==> config.mk <==
export PLATFORM = sky130hd
export DESIGN_NAME = joypad_scanner
export DESIGN_NICKNAME = d
export VERILOG_FILES = /design/src/rtl/gb_joypad_pkg.sv /design/src/rtl/debounce_bit.sv /design/src/rtl/joypad_scanner.sv
export SDC_FILE = /design/constraint.sdc
export NUM_CORES = 1
export LEC_CHECK = 0
export CAP_MARGIN = 20
export CORE_ASPECT_RATIO = 0.7
export CORE_MARGIN = 5
export CORE_UTILIZATION = 30
export DETAILED_ROUTE_END_ITERATION = 12
export PLACE_DENSITY_LB_ADDON = 0.25
export RECOVER_POWER = 100
export SYNTH_ARGS = -nofsm -noshare
export SYNTH_HDL_FRONTEND = slang
export SYNTH_SLANG_ARGS = --single-unit
export TNS_END_PERCENT = 20
==> constraint.sdc <==
create_clock -name clock -period 6 [get_ports clock]
set_input_delay 0.9 -clock clock [delete_from_list [all_inputs] [get_ports clock]]
set_output_delay 0.9 -clock clock [all_outputs]
set_load 0.03 [all_outputs]
==> src/rtl/gb_joypad_pkg.sv <==
// rtl/gb_joypad_pkg.sv - shared joypad constants and row mux helper
package gb_joypad_pkg;

    // Bit positions of each board button inside btn_n / stable
    localparam int BTN_RIGHT  = 0;
    localparam int BTN_LEFT   = 1;
    localparam int BTN_UP     = 2;
    localparam int BTN_DOWN   = 3;
    localparam int BTN_A      = 4;
    localparam int BTN_B      = 5;
    localparam int BTN_SELECT = 6;
    localparam int BTN_START  = 7;

    // Bit positions inside button_sel (JOYP bits 5:4); a 0 selects the row
    localparam int ROW_DIR = 0;
    localparam int ROW_ACT = 1;

    // Active-low row merge: an unselected row contributes all-ones, so
    // selecting both rows reports a press from either one.
    function automatic logic [3:0] row_mux(input logic [7:0] levels,
                                           input logic [1:0] sel);
        logic [3:0] dir_row;
        logic [3:0] act_row;
        dir_row = sel[ROW_DIR] ? 4'hF : levels[BTN_DOWN:BTN_RIGHT];
        act_row = sel[ROW_ACT] ? 4'hF : levels[BTN_START:BTN_A];
        return dir_row & act_row;
    endfunction

endpackage

==> src/rtl/debounce_bit.sv <==
// rtl/debounce_bit.sv - two-flop synchronizer plus counting debouncer for one button
//
// Ports:
//   clock, reset : system clock, asynchronous active-high reset
//   btn_n        : raw active-low button, asynchronous to clock
//   stable       : debounced level (1 = released)
module debounce_bit #(
    parameter int DEBOUNCE_CYCLES = 20971,
    parameter int CNT_W           = 16
) (
    input  logic clock,
    input  logic reset,
    input  logic btn_n,
    output logic stable
);

    localparam logic [CNT_W-1:0] CNT_LAST = CNT_W'(DEBOUNCE_CYCLES - 1);

    logic             s1;
    logic             s2;
    logic [CNT_W-1:0] cnt;

    always_ff @(posedge clock or posedge reset) begin
        if (reset) begin
            s1     <= 1'b1;
            s2     <= 1'b1;
            stable <= 1'b1;
            cnt    <= '0;
        end else begin
            s1 <= btn_n;
            s2 <= s1;
            // Any sample that agrees with the accepted level discards the run
            if (s2 == stable) begin
                cnt <= '0;
            end else if (cnt == CNT_LAST) begin
                stable <= s2;
                cnt    <= '0;
            end else begin
                cnt <= cnt + 1'b1;
            end
        end
    end

endmodule

==> src/rtl/joypad_scanner.sv <==
// rtl/joypad_scanner.sv - debounced joypad row scanner with interrupt request
//
// Ports:
//   clock, reset : system clock, asynchronous active-high reset
//   btn_n        : raw active-low buttons (Right, Left, Up, Down, A, B, Select, Start)
//   button_sel   : JOYP row select, bit 0 low = direction row, bit 1 low = action row
//   button_data  : registered active-low selected nibble
//   int_pulse    : one-cycle request on any 1->0 transition of button_data
module joypad_scanner
    import gb_joypad_pkg::*;
#(
    parameter int DEBOUNCE_CYCLES = 20971,
    parameter int CNT_W           = 16
) (
    input  logic       clock,
    input  logic       reset,
    input  logic [7:0] btn_n,
    input  logic [1:0] button_sel,
    output logic [3:0] button_data,
    output logic       int_pulse
);

    logic [7:0] stable;
    logic [3:0] next_data;

    for (genvar i = 0; i < 8; i++) begin : g_bit
        debounce_bit #(
            .DEBOUNCE_CYCLES(DEBOUNCE_CYCLES),
            .CNT_W          (CNT_W)
        ) u_debounce (
            .clock (clock),
            .reset (reset),
            .btn_n (btn_n[i]),
            .stable(stable[i])
        );
    end

    assign next_data = row_mux(stable, button_sel);

    // A falling bit can come from a press or from a row-select change;
    // both must raise the request, rising bits never do.
    always_ff @(posedge clock or posedge reset) begin
        if (reset) begin
            button_data <= 4'hF;
            int_pulse   <= 1'b0;
        end else begin
            button_data <= next_data;
            int_pulse   <= |(button_data & ~next_data);
        end
    end

endmodule

==> impl_metrics.json, run 1 <==
{
  "run_status": "finished, final reports clean",
  "r2r_cells": 4,
  "hold-path-endpoint": "g_bit[6].u_debounce.s2$_DFF_PP1_",
  "grt.total_usage": 0.103,
  "worst-r2r-setup-slack_ns": 3.62,
  "clock-skew-final_ns": 0.00709,
  "grt_max_degree": 112,
  "globalRouteOverflowTotal": 0,
  "yosys_warnings": 0,
  "vias": 4834,
  "synthDistinctLibCells": 37,
  "worst_endpoint_required_time_ns": 6.50,
  "synthCells": 703,
  "fin_crit_ns": 2.78,
  "sequential_cell_area_sq_um": 3960,
  "finalHoldViolations": 0,
  "timing.critical_path.from_type": "input pin",
  "cts_inserted_buffers": 17,
  "cts.reportedPaths.clkPinSlew_ns": 0.06,
  "total_leakage_power_nw": 3.34,
  "core_area_sq_um": 24600,
  "grt_setup_unrepaired": "false",
  "rows": 48,
  "drt-initial-drc-count": 264,
  "grt_first_pass_wirelength_um": 24200,
  "syn2layout_area_growth_pct": 14.7,
  "cts_buffer_depth": 2,
  "placed_cells_incl_taps": 1035,
  "worst_slew_margin_rel": 0.169,
  "hold_class": "reg -> reg",
  "grt_antenna_before_repair": 0,
  "final_core_util": 0.348,
  "floorplan.initialDensity": 0.303,
  "die_w_um": 198,
  "finalNetCount": 758,
  "post_cts_setup_repair_bufs": 0,
  "hpwlAfterDp_um": 8620,
  "peak_freq_ghz": 0.360,
  "final_design_area_no_fill_sq_um": 8540,
  "instances_no_fill": 1068,
  "port_buffers": 16,
  "final_estimated_routing_congestion_in_global_placement": 0.733,
  "clk_root_buffer_cell": "clkbuf_16",
  "totalNegativeSetupSlack_ns": 0,
  "synth_top_area_share": 0.434,
  "multi_input_logic_area_sq_um": 3230,
  "timing.final.max_slew_violations": 0,
  "post-route-period-util": 0.463,
  "yosysSeqAreaShare": 0.532,
  "hold_buffers": 0,
  "drc": 0,
  "number_of_global_route_vias_before_repair": 4810,
  "postPlaceCellArea_sq_um": 7940,
  "dr.pass1.iters": 5,
  "fill_cells": 2477,
  "dieHeight_um": 142,
  "r2r_end": "g_bit[0].u_debounce.cnt[15]$_DFF_PP0_",
  "power_density_over_the_cells_nw_per_um2": 276,
  "route.detailed.vias_per_inst": 4.53,
  "drive_above_1_share": 0.120,
  "avgRoutedWirePerCell_um": 12.8,
  "routed_wl_um": 13600,
  "numClockSinks": 157,
  "route.antenna.remaining_nets": 0,
  "hold_depth": 0,
  "timing.max_cap.violations": 0,
  "synth_area_sq_um": 7450,
  "synth_seq_cells": 157,
  "hp-start": "g_bit[6].u_debounce.s1$_DFF_PP1_",
  "die-area_sq_um": 28100,
  "critical_path_peak_fanout": 86,
  "cts_resized": 0,
  "timing.critical_path.to_type": "async pin",
  "cts-htree-levels": 4,
  "vdd_ir_drop_max_mv": 0.187,
  "post_synth_main_area_contributors": "dfrtp_1, xnor2_1, dfstp_2",
  "critPathKind": "in -> async",
  "antenna-diode-count": 0,
  "clk-insertion-delay-late_ns": 0.42,
  "cts_tree": "yes",
  "syn_nets": 731,
  "crit_arrival_ns": 3.28,
  "syn_area_per_cell_sq_um": 10.6,
  "reg2reg_start": "g_bit[0].u_debounce.cnt[13]$_DFF_PP0_",
  "synthDominantAreaCellType": "dfrtp_1",
  "tightestPinTransition_ns": 1.24,
  "pin_count": 17,
  "setup_viol_count_final": 0
}
==> Yosys cell counts <==
master and n:
a41o_1 1, and3_1 1, and4_1 6, and4b_1 1, buf_12 2, buf_4 1
buf_6 2, clkbuf_1 5, dfrtp_1 129, dfstp_2 28, ha_1 16, inv_1 29
mux2_1 1, mux2_2 3, mux2_4 4, nand2_1 27, nand2_2 1, nand2_4 4
nand3_1 47, nand3b_1 4, nand4_1 35, nand4b_1 1, nand4bb_1 6, nor2_1 131
nor2_2 20, nor3_1 21, nor3b_1 1, nor4_1 33, nor4b_1 4, nor4bb_1 1
o22a_1 4, o22ai_1 2, or2_2 1, or4_1 6, or4_4 5, xnor2_1 88
xor2_1 32
==> worst max-delay path by stage <==
stage / depth (start not counted) / startpoint / endpoint
floorplan: 1 / reset / g_bit[0].u_debounce.cnt[0]$_DFF_PP0_
global placement: 3 / reset / g_bit[6].u_debounce.cnt[2]$_DFF_PP0_
detailed placement: 3 / reset / g_bit[6].u_debounce.cnt[1]$_DFF_PP0_
finish: 4 / reset / g_bit[6].u_debounce.cnt[9]$_DFF_PP0_
CTS: 1 / button_data[2]$_DFF_PP1_ / button_data[2]
global route: 4 / reset / g_bit[6].u_debounce.cnt[9]$_DFF_PP0_
==> critical path, stage by stage <==
cell and delay (ns):
dlygate4sd3_1 0.54, clkinvlp_2 0.74, buf_16 0.41, buf_4 0.58
==> routing by layer <==
metal	share of wire	up-vias	track usage
li1	-	2467	-
met1	0.55	2315	0.156
met2	0.42	40	0.146
met3	0.024	12	0.0268
met4	0.0090	0	0.0275
met5	0	-	0
==> flip-flops by register name, indices dropped and copies added (netlist names) <==
signal / flops
g_bit.u_debounce.s2: 8
g_bit.u_debounce.s1: 8
int_pulse: 1
button_data: 4
g_bit.u_debounce.stable: 8
g_bit.u_debounce.cnt: 128
==> layout make-up <==
type | count | area share
clock buffer | 20 | 0.0523
clock inverter | 12 | 0.0215
inverter | 29 | 0.0129
multi-input combinational | 507 | 0.379
sequential | 157 | 0.464
tap | 325 | 0.0476
timing repair buffer | 18 | 0.0229
==> layout by cell type (no fill, tap or decap), types with 2 or more instances in the layout <==
cell type / instances
nor2_1: 131
dfrtp_1: 129
xnor2_1: 88
nand3_1: 47
nand4_1: 35
nor4_1: 33
xor2_1: 32
nand2_1: 32
inv_1: 28
dfstp_2: 28
nor3_1: 21
nor2_2: 20
clkbuf_16: 17
ha_1: 16
dlygate4sd3_1: 15
or4_1: 11
nand4bb_1: 6
and4_1: 6
nor4b_1: 4
nand3b_1: 4
o22a_1: 4
mux2_4: 4
bufinv_16: 4
mux2_2: 3
inv_6: 3
o22ai_1: 2
clkinv_4: 2
clkinvlp_4: 2
clkbuf_1: 2
==> stage by stage <==
| stage | total power, mW | worst slack, ns | hold slack [ns] |
|---|---|---|---|
| final | 2.35 | 3.22 | 0.353 |
| after global routing | 2.45 | 2.83 | 0.362 |
| after floorplan | 1.19 | 0.911 | 0.345 |
| after CTS | 2.40 | 3.45 | 0.357 |
| after detailed placement | 1.22 | 3.14 | 0.347 |
| after global placement | 1.22 | 3.12 | 0.346 |
==> report_power, final <==
group,internal (mW),total (mW),switching (mW)
clock network,0.713,1.16,0.444
logic,0.0291,0.0881,0.0590
registers,1.08,1.11,0.0234
total,1.83,2.35,0.526
==> cells by family after synthesis <==
family,after synthesis,share of synthesized area
muxes,8,0.0141
and+or+nand+nor,356,0.251
AOI/OAI and AO/OA,7,0.00773
buffers and inverters,39,0.0266
xor gates and xnor gates,120,0.141
adders and majority gates,16,0.0269
DFF,157,0.532
Note: power is estimated with default switching activity, not from simulation.
==> run 2, diff against run 1 <==
==> constraint.sdc (replaced) <==
create_clock -name clock -period 2.55 [get_ports clock]
set_input_delay 0.3825 -clock clock [delete_from_list [all_inputs] [get_ports clock]]
set_output_delay 0.3825 -clock clock [all_outputs]
set_load 0.03 [all_outputs]
==> run 2 against run 1 <==
Against the previous run:
- clock skew is 0.00071 ns higher
- global-route usage increased by 0.061 points
- combinational power grew 130%
- via count is 1.2% lower
- register-to-register slack got worse by 3.1 ns
- worst hold slack better by 0.0021 ns
- sequential power is 140% higher
- wire length down 1.1%
- die area did not move
- the flow now finishes with violations (capacitance limit, slew limit)
- sequential share of layout area up 0.15 points
- final area is 0.32% lower
==> impl_metrics.json, run 2 (synthesis results as in run 1) <==
{
  "cts_tree": "yes",
  "largest_reg_flops": 128,
  "fill_cells": 2486,
  "floorplan.initialDensity": 0.303,
  "ordered_cell_list_for_the_critical_path": "dlygate4sd3_1",
  "tightestPinTransition_ns": 1.58,
  "power_density_over_the_cells_nw_per_um2": 630,
  "dr.pass1.iters": 4,
  "vdd_ir_drop_max_mv": 0.503,
  "route.antenna.remaining_nets": 0,
  "finalNetCount": 761,
  "clock-skew-final_ns": 0.00781,
  "grt_max_degree": 96,
  "reg2reg_start": "g_bit[3].u_debounce.cnt[11]$_DFF_PP0_",
  "worst_slew_margin_rel": -0.0515,
  "finalHoldViolations": 0,
  "most-common-layout-cells": "nor2_1, dfrtp_1, xnor2_1, nand3_1, nand4_1",
  "avgRoutedWirePerCell_um": 12.6,
  "grt_setup_unrepaired": "false",
  "clk-insertion-delay-late_ns": 0.42,
  "timing.critical_path.to_type": "output port",
  "dieHeight_um": 142,
  "rows": 48,
  "route.detailed.vias_per_inst": 4.46,
  "vias": 4776,
  "cts_inserted_buffers": 17,
  "registers.top_by_ff_count": "g_bit.u_debounce.cnt",
  "worst_endpoint_required_time_ns": 2.17,
  "hp-start": "g_bit[6].u_debounce.s1$_DFF_PP1_",
  "timing.max_cap.violations": 1,
  "path_buf_inv": 1,
  "grt_util_met1": 0.154,
  "drt-initial-drc-count": 323,
  "core_area_sq_um": 24600,
  "layout.cells.most_common": "nor2_1",
  "critPathKind": "reg -> out",
  "gr-usage-met3": 0.0228,
  "drive_above_1_share": 0.109,
  "routed_wl_um": 13500,
  "power_mw": 5.36,
  "highest_delay_cell_along_the_critical_path": "dlygate4sd3_1",
  "run_status": "finished, violations left",
  "fin_crit_ns": 2.06,
  "post-route-period-util": 0.809,
  "crit_arrival_ns": 1.68,
  "timing.final.max_slew_violations": 63,
  "cts_resized": 0,
  "die-area_sq_um": 28100,
  "syn2layout_area_growth_pct": 14.3,
  "grt_first_pass_wirelength_um": 24200,
  "number_of_global_route_vias_before_repair": 4876,
  "multi_input_logic_area_sq_um": 3240,
  "timing.critical_path.from_type": "flip-flop",
  "port_buffers": 16,
  "totalNegativeSetupSlack_ns": 0,
  "cts-htree-levels": 4,
  "pin_count": 17,
  "hold_buffers": 0,
  "globalRouteOverflowTotal": 0,
  "crit_family": "buffers and inverters",
  "post_cts_setup_repair_bufs": 0,
  "grt_antenna_before_repair": 0,
  "critPathLaunch": "button_data[1]$_DFF_PP1_",
  "sequential_cell_area_sq_um": 3960,
  "numClockSinks": 157,
  "hold_class": "reg -> reg",
  "total_leakage_power_nw": 3.34,
  "gr_layer_usage_met2": 0.150,
  "biggest_cell_delay_along_the_critical_path_ns": 0.73,
  "grt_most_used_layer": "met1",
  "failing_checks": "capacitance limit, slew limit",
  "grt.total_usage": 0.104,
  "setup_viol_count_final": 0,
  "hpwlAfterDp_um": 8690,
  "drc": 0,
  "critical_path_peak_fanout": 2,
  "peak_freq_ghz": 0.485,
  "final_estimated_routing_congestion_in_global_placement": 0.751,
  "die_w_um": 198,
  "cts_buffer_depth": 2,
  "antenna-diode-count": 0,
  "clk_root_buffer_cell": "clkbuf_16",
  "cts.reportedPaths.clkPinSlew_ns": 0.06
}
[run 2: through the flow]
| stage | utilization | hold slack, ns | std cells | worst slack [ns] | area (sq um) |
|---|---|---|---|---|---|
| floorplan | - | 0.345 | 703 | 0.203 | 7450 |
| global placement | 0.325 | 0.347 | 1039 | 0.607 | 7990 |
| detailed placement | 0.325 | 0.348 | 1039 | 0.590 | 7990 |
| CTS | 0.350 | 0.349 | 1071 | 0.522 | 8590 |
| global route | 0.347 | 0.364 | 1071 | 0.315 | 8510 |
| finish | 0.347 | 0.355 | 1071 | 0.488 | 8510 |
[run 2: final timing paths]
kind	endpoint	slack, ns	cells after the start
worst max-delay path	button_data[1]	0.49	1
worst min-delay path	g_bit[6].u_debounce.s2$_DFF_PP1_	0.36	0
worst max register to register	g_bit[3].u_debounce.cnt[5]$_DFF_PP0_	0.55	4
worst min register to register	g_bit[6].u_debounce.s2$_DFF_PP1_	0.36	0
max in group asynchronous	g_bit[7].u_debounce.cnt[2]$_DFF_PP0_	0.72	3
min in group asynchronous	g_bit[1].u_debounce.cnt[0]$_DFF_PP0_	0.79	3
[run 2: final cells by class]
type / count / area share
well taps: 325 / 0.0478
inverters: 29 / 0.0129
repair buffers: 21 / 0.0229
multi-input cells: 507 / 0.380
flip-flops and latches: 157 / 0.466
clock buffers: 23 / 0.0573
clock inverters: 9 / 0.0129
[run 2: metal layers]
layer,vias to the layer above,wire length [um],share of wire
li1,2475,-,-
met1,2260,7410,0.55
met2,29,5610,0.42
met3,12,288,0.021
met4,0,163,0.012
met5,-,0,0
[run 2: where the power goes]
part | switching, mW | leakage [nW] | internal (mW)
clock network | 1.00 | 0.286 | 1.55
registers | 0.0543 | 2.07 | 2.55
logic | 0.135 | 0.979 | 0.0655
total | 1.19 | 3.34 | 4.17
